**config.mk**
```make
export PLATFORM = sky130hd
export DESIGN_NAME = mem_req_queue
export DESIGN_NICKNAME = d
export VERILOG_FILES = /design/src/rtl/mem_req_queue_pkg.sv /design/src/rtl/mem_req_queue_starve_finder.sv /design/src/rtl/mem_req_queue.sv
export SDC_FILE = /design/constraint.sdc
export NUM_CORES = 2
export LEC_CHECK = 0
export ABC_AREA = 1
export ABC_CLOCK_PERIOD_IN_PS = 4270
export CAP_MARGIN = 20
export CORE_AREA = 2 2 421 423
export DETAILED_ROUTE_END_ITERATION = 16
export DIE_AREA = 0 0 423 425
export GPL_TIMING_DRIVEN = 1
export PLACE_DENSITY = 0.52
export SETUP_SLACK_MARGIN = 0.2
export SYNTH_ARGS = -nofsm -noshare
export SYNTH_HDL_FRONTEND = slang
export SYNTH_SLANG_ARGS = --single-unit
```
**constraint.sdc**
```tcl
create_clock -name clk -period 4.27 [get_ports clk]
set_clock_uncertainty 0.1 [all_clocks]
set_input_delay 0.427 -clock clk [delete_from_list [all_inputs] [get_ports clk]]
set_output_delay 0.427 -clock clk [all_outputs]
set_load 0.05 [all_outputs]
```
**src/rtl/mem_req_queue_pkg.sv**
```systemverilog
// Shared request types and default sizing for the memory request queue.
package global_defs;

  localparam int unsigned DEPTH_DEF      = 16;
  localparam int unsigned AGE_W_DEF      = 8;
  localparam int unsigned STARVE_AGE_DEF = 200;

  typedef enum logic [1:0] {
    OpRead   = 2'd0,
    OpWrite  = 2'd1,
    OpFetch  = 2'd2,
    OpAtomic = 2'd3
  } op_e;

  // One parsed memory request: arrival time, issuing core, operation, address.
  typedef struct packed {
    logic [15:0] req_time;
    logic [3:0]  core;
    op_e         operation;
    logic [31:0] address;
  } parser_out_struct_t;

  typedef logic [AGE_W_DEF-1:0] age_counter_t;

endpackage

```
**src/rtl/mem_req_queue_starve_finder.sv**
```systemverilog
// Priority encoder: lowest valid position whose age has reached the starvation threshold.
module starve_finder #(
  parameter int unsigned DEPTH      = 16,
  parameter int unsigned AGE_W      = 8,
  parameter int unsigned STARVE_AGE = 200
) (
  input  logic [DEPTH-1:0][AGE_W-1:0] ages_i,
  input  logic [DEPTH-1:0]            valid_i,
  output logic                        starve_o,
  output logic [$clog2(DEPTH)-1:0]    starve_idx_o
);

  localparam int unsigned IdxW = $clog2(DEPTH);

  // Scan from the top down so the lowest matching position wins.
  always_comb begin
    starve_o     = 1'b0;
    starve_idx_o = '0;
    for (int i = DEPTH - 1; i >= 0; i--) begin
      if (valid_i[i] && (ages_i[i] >= AGE_W'(STARVE_AGE))) begin
        starve_o     = 1'b1;
        starve_idx_o = IdxW'(i);
      end
    end
  end

endmodule

```
**src/rtl/mem_req_queue.sv**
```systemverilog
// Compacted, age-tracking request queue with arbitrary-position removal.
module mem_req_queue
  import global_defs::*;
#(
  parameter int unsigned DEPTH      = DEPTH_DEF,
  parameter int unsigned AGE_W      = AGE_W_DEF,
  parameter int unsigned STARVE_AGE = STARVE_AGE_DEF
) (
  input  logic                                clk,
  input  logic                                rst_n,
  input  logic                                in_valid,
  input  parser_out_struct_t                  in_req,
  output logic                                in_ready,
  input  logic                                deq_en,
  input  logic [$clog2(DEPTH)-1:0]            deq_idx,
  output parser_out_struct_t [DEPTH-1:0]      entries,
  output logic [DEPTH-1:0][AGE_W-1:0]         ages,
  output logic [DEPTH-1:0]                    valid_mask,
  output logic [$clog2(DEPTH):0]              count,
  output logic                                full,
  output logic                                empty,
  output logic                                starve,
  output logic [$clog2(DEPTH)-1:0]            starve_idx,
  output logic                                deq_err
);

  localparam int unsigned IdxW = $clog2(DEPTH);
  localparam int unsigned CntW = IdxW + 1;

  parser_out_struct_t [DEPTH-1:0] ent_q, ent_d;
  logic [DEPTH-1:0][AGE_W-1:0]    age_q, age_d;
  logic [CntW-1:0]                cnt_q, cnt_d, cnt_after;
  logic                           err_q, err_d;
  logic                           deq_ok, enq_ok;

  // Status flags derived from the registered occupancy.
  always_comb begin
    for (int i = 0; i < DEPTH; i++) begin
      valid_mask[i] = CntW'(i) < cnt_q;
    end
    full     = (cnt_q == CntW'(DEPTH));
    empty    = (cnt_q == '0);
    in_ready = !full;
    deq_ok   = deq_en && ({1'b0, deq_idx} < cnt_q);
    // A legal removal frees a slot before the insert, so a full queue still takes the request.
    enq_ok   = in_valid && (!full || deq_ok);
  end

  // Next state: age valid entries, then remove, then append at the post-removal tail.
  always_comb begin
    ent_d     = ent_q;
    age_d     = age_q;
    err_d     = deq_en && !deq_ok;
    cnt_after = cnt_q - CntW'(deq_ok);

    for (int i = 0; i < DEPTH; i++) begin
      if (valid_mask[i] && (age_q[i] != '1)) begin
        age_d[i] = age_q[i] + AGE_W'(1);
      end
    end

    // In-place shift reads i+1 before it is overwritten on the next iteration.
    for (int i = 0; i < DEPTH - 1; i++) begin
      if (deq_ok && (i >= int'(deq_idx))) begin
        ent_d[i] = ent_d[i+1];
        age_d[i] = age_d[i+1];
      end
    end
    if (deq_ok) begin
      ent_d[DEPTH-1] = '0;
      age_d[DEPTH-1] = '0;
    end

    if (enq_ok) begin
      ent_d[cnt_after[IdxW-1:0]] = in_req;
      age_d[cnt_after[IdxW-1:0]] = '0;
    end
    cnt_d = cnt_after + CntW'(enq_ok);
  end

  // State registers with asynchronous clear.
  always_ff @(posedge clk or negedge rst_n) begin
    if (!rst_n) begin
      ent_q <= '0;
      age_q <= '0;
      cnt_q <= '0;
      err_q <= 1'b0;
    end else begin
      ent_q <= ent_d;
      age_q <= age_d;
      cnt_q <= cnt_d;
      err_q <= err_d;
    end
  end

  assign entries = ent_q;
  assign ages    = age_q;
  assign count   = cnt_q;
  assign deq_err = err_q;

  starve_finder #(
    .DEPTH      (DEPTH),
    .AGE_W      (AGE_W),
    .STARVE_AGE (STARVE_AGE)
  ) u_starve_finder (
    .ages_i       (age_q),
    .valid_i      (valid_mask),
    .starve_o     (starve),
    .starve_idx_o (starve_idx)
  );

endmodule

```
=== Yosys cells after proc, flatten, opt, wreduce, memory -nomap -nowiden ===
Index checks and enable logic that the tools add are counted.

* Memories kept: 0
* Bits in latches: 0
* Bits in read-only memories: 0
* RAM bits: 0
* Output and inout port bits: 1022
* Bits in registers: 998

* Muxes and demuxes: 87
* Shift-type cells: 0
* Eq/ne operators: 17
* Multipliers: 0
* Bitwise operators: 2
* Magnitude comparators: 50
* Divide/modulo/power cells: 0
* Reductions and logical operators: 55
* Add/sub/neg operators: 18

{| class="wikitable"
|+ Operator list
! operator !! count
|-
| $mux W54 || 17
|-
| $bwmux W864 || 1
|-
| $mux W864 || 1
|-
| $mux W8 || 33
|-
| $demux W54 S4 || 1
|-
| $add A8 B1 Y8 const B || 16
|-
| $and A128 B128 Y128 || 1
|-
| $ge A8 B8 Y1 const B || 16
|-
| $mux W128 || 1
|-
| $ne A8 B8 Y1 const B || 16
|-
| $not A128 Y128 || 1
|-
| $mux W4 || 16
|-
| $logic_and A1 B1 Y1 || 51
|-
| $lt A4 B5 Y1 const A || 8
|-
| $demux W8 S4 || 1
|-
| $ge A4 B4 Y1 const A || 7
|-
| $lt A3 B5 Y1 const A || 4
|-
| $ge A3 B4 Y1 const A || 4
|-
| $mux W1 || 16
|-
| $lt A1 B5 Y1 const A || 2
|-
| $lt A2 B5 Y1 const A || 2
|-
| $ge A1 B4 Y1 const A || 2
|-
| $ge A2 B4 Y1 const A || 2
|-
| $add A5 B1 Y5 || 1
|-
| 8 further kinds || 9
|}

=== Longest topological paths before layout ===
* Depth in word-level cells: 18
* Gate-level depth with buffers: 20
* Gate-level depth less buffers: 19

=== Cells and area by module ===
From an unflattened synthesis, not the netlist that was laid out.

* Cells, all modules: 8370
* Area total of the unflattened synthesis: 55579.6 um^2

{| class="wikitable"
|+ Modules (own cells, without submodules)
! module !! area each (um^2) !! cells an instance !! times used
|-
| mem_req_queue || 55085.3 || 8290 || 1
|-
| starve_finder || 494.2 || 80 || 1
|}

=== Worst setup path after synthesis ===
OpenSTA, ideal clock, no wires.

* Path kind: flip-flop to output port
* From: reg cnt_q[4] (netlist: count[4])
* To: out starve_idx[3]
* Arrival: 4.236 ns
* Setup slack: -0.493 ns
* Stages on the path, launching flop included: 11
* Path buffers: 1
* Path through: dfrtp_1 -> buf_4 -> nor2_1 -> inv_1 -> nor2_2 -> nand2_1 -> inv_1 -> nor3_1 -> nor2_1 -> nand2_1 -> nor4_1

* Elaborated cells on any way between the ends: 48
* Classes of those cells: order compare: 16; mux: 16; reduce/logical: 16

{| class="wikitable"
|+ RTL lines
! item !! line !! source
|-
| from (decl) || mem_req_queue.sv:32 || <nowiki>logic [CntW-1:0] cnt_q, cnt_d, cnt_after;</nowiki>
|-
| from (signal assigned) || mem_req_queue.sv:91 || <nowiki>cnt_q <= cnt_d;</nowiki>
|-
| $lt A3 B5 Y1 || mem_req_queue.sv:39 || <nowiki>valid_mask[i] = CntW'(i) < cnt_q;</nowiki>
|-
| net valid_mask[7] || mem_req_queue.sv:18 || <nowiki>output logic [DEPTH-1:0] valid_mask,</nowiki>
|-
| $logic_and A1 B1 Y1 || mem_req_queue_starve_finder.sv:20 || <nowiki>if (valid_i[i] && (ages_i[i] >= AGE_W'(STARVE_AGE))) begin</nowiki>
|-
| $mux W4 (8 in series) || mem_req_queue_starve_finder.sv:20 ||
|-
| to (decl) || mem_req_queue.sv:23 || <nowiki>output logic [$clog2(DEPTH)-1:0] starve_idx,</nowiki>
|}

The timed path passes the listed nets, and every way through them passes these cells.

=== Final worst setup path ===
* From: reg cnt_q[4] (netlist: count[4])
* To: out starve_idx[0]

* Word-level cells in the longest chain between the ends: 18
* Elaborated cells on any way between the ends: 48
* Classes of those cells: order compare: 16; mux: 16; reduce/logical: 16

{| class="wikitable"
|+ Ends and longest elaborated chain
! item !! line
|-
| $lt A4 B5 Y1 || mem_req_queue.sv:39
|-
| $logic_and A1 B1 Y1 || mem_req_queue_starve_finder.sv:20
|-
| $mux W4 (15 in series) || mem_req_queue_starve_finder.sv:20
|-
| $mux W4 * || mem_req_queue_starve_finder.sv:20
|}

Mark *: on every way between the ends. The rest lies on a longest branch, timed or not.

==> impl_metrics.yaml <==
run_status:
  status: "completed"
timing:
  tns_ns: 0
  relSlewSlack_pct: 16.2
  final_max_slew_viol_count: 0
  hold_viol_final: 0
  worst_pin_slew_ns: 1.26
  fin_crit_sh_pct: 93.2
  setup_viol: 0
  fmax_ghz: 0.251
  rsz0062_at_grt: "true"
  period_minus_slack_ns: 3.98
placement:
  place_congestion: 0.954
  dpl.hpwl_mm: 200
  numPortBuffers: 1083
clock_network:
  htreeDepth: 3
  cts.clk_slew.worst_paths_ns: 0.06
  cts_tree: "built"
  numCtsBuffers: 121
  clockRootBuffer: "clkbuf_16"
  clock_latency_ns: 0.79
  cts_setup_buffers: 0
  clk_path_buf_depth: 3
  clock_sinks: 998
floorplanning:
  die_w_um: 423
  std_cell_rows: 154
  core_sq_um: 175000
  initial_core_util_pct: 25.9
  die_area_sq_um: 180000
  ios: 1084
  dieHeight_um: 425
finish:
  multi_input_area_sq_um: 18100
  num-nets-final: 6264
  num-fill-cells: 18000
  regArea_sq_um: 25000
  area_delta_synth_final_pct: 41.1
  drive_above_1_share_pct: 7.22
synthesis:
  yosys_warnings: 0
  avgSynthCellArea_sq_um: 8.71
  ys_async_sr_fraction_pct: 100
  synth.net_count: 5316
  ys.flop_type: "dfrtp_1"
  ys_seq_elements: 998
  syn_inst: 5215
  synth_edf_count: 0
  ys_types: 37
  netlist_area_sq_um: 45400
  synth_seq_area_share_pct: 55.0
global_routing:
  grt_pass1_vias: 42600
  grt_pass1_wl_mm: 362
  grt_start_max_net_pins: 117
  grt_usage_pct: 28.3
  antenna_found_initial: 9
  grt_overflow_total: 0
routing:
  avgRoutedWirePerCell_um: 30.8
  postRouteAntennaNets: 0
  routed_wl_mm: 265
  route.detailed.drc: 0
  via_per_inst: 5.36
  vias: 46100
  detail_route.first_pass.iterations: 5
  drt-initial-drc-count: 5117
critical_path:
  end_kind: "primary output"
  reg2reg_slack_ns: 0.50
  startpoint_type: "register"
  r2r-start: "count[3]"
  r2r_cells: 20
  worstPathRequired_ns: 3.74
  crit_fanout: 6
  r2r-end: "entries[676]"
  critPathArrivalTime_ns: 3.45
  critPathKind: "reg2out"
hold_path:
  hold_path.class: "in2async"
run:
  drv_cap: 0
kinds of logic after synthesis:
kind of cell	share of synthesized area, %
adders and majority gates	1.07
DFF	55.0
buffers and inverters	5.75
AOI/OAI and AO/OA	22.6
and+or+nand+nor	13.7
muxes	0.0220
xor gates and xnor gates	1.93
layout make-up:
cell class	instances	share of cell area (%)
multi-input combinational	3552	28.2
clock inverter	51	1.12
tap	2340	4.57
sequential	998	39.0
timing repair buffer	1265	20.4
antenna	3	0.0117
clock buffer	170	5.40
inverter	225	1.32
layout by cell type, fill, tap and decap left out, types with 23 or more instances in the layout:
cell / instances
a21oi_1: 122
a31oi_1: 42
buf_12: 56
buf_4: 123
clkbuf_1: 25
clkbuf_16: 122
clkbuf_8: 23
clkdlybuf4s50_1: 1077
dfrtp_1: 997
ha_1: 39
inv_1: 206
nand2_1: 497
nand3_1: 79
nand4_1: 30
nor2_1: 896
nor3_1: 29
o21ai_0: 875
o22ai_1: 765
xor2_1: 91
routing by layer:
metal	share of wire, %	global-route usage [%]
met1	43	39.2
met2	42	40.3
met3	7.5	5.34
met4	7.3	18.1
met5	0	0
registers in the layout, indices dropped and copies added, names as in the netlist:
register,count
count,5
deq_err,1
ages,128
entries,864
stage by stage:
step / cells / hold WS [ns] / worst slack, ns / area [sq um] / util [%]
4_1_cts: 8593 / 0.0765 / 0.217 / 63800 / 36.4
5_1_grt: 8603 / 0.142 / 0.184 / 64100 / 36.5
3_3_place_gp: 8371 / 0.354 / 0.187 / 59600 / 34.0
2_1_floorplan: 5215 / 0.0314 / 0.0636 / 45400 / -
3_5_place_dp: 8371 / 0.354 / 0.186 / 59600 / 34.0
6_report: 8604 / 0.0843 / 0.290 / 64100 / 36.5
how the worst max path moves through the flow:
stage / start / end / slack [ns] / depth (start not counted)
finish: count[4] / starve_idx[0] / 0.29 / 17
global route: count[2] / starve_idx[0] / 0.18 / 16
CTS: count[2] / starve_idx[0] / 0.22 / 15
detailed placement: deq_idx[2] / entries[589] / 0.19 / 19
global placement: deq_idx[2] / entries[589] / 0.19 / 19
floorplan: count[4] / starve_idx[3] / 0.06 / 10
timing repair:
item | 4_1_cts | 5_1_grt
hold endpoints to repair | 80 | 0
hold buffers | 1 | 0
resized for setup | 10 | 7
endpoints found under the setup margin | 5 | 4
pin swaps | 0 | 0
cells in the mapped netlist (42+ instances only):
cell type / number / area (sq um)
dfrtp_1: 998 / 25000
nor2_1: 900 / 3380
o21ai_0: 880 / 4400
o22ai_1: 765 / 4790
nand2_1: 512 / 1920
clkbuf_1: 349 / 1310
inv_1: 211 / 792
a21oi_1: 126 / 631
xor2_1: 91 / 797
buf_2: 84 / 420
nand3_1: 84 / 420
a31oi_1: 42 / 263
worst max-delay path, stage by stage (launching register included):
cell	delay [ns]
dfrtp_2	0.49
buf_4	0.21
nor2_4	0.17
inv_2	0.12
nand2_1	0.11
nand2_1	0.14
nand2_1	0.12
nor2_1	0.04
a21oi_1	0.13
nand2_1	0.13
nand2_1	0.08
nand2_1	0.12
nand2_1	0.11
nand2_1	0.13
nand2_1	0.09
nand2_1	0.06
a21oi_2	0.22
buf_12	0.17
Power is not shown: default switching activity piles up to over one toggle a cycle in this logic, so the estimate is an artifact.
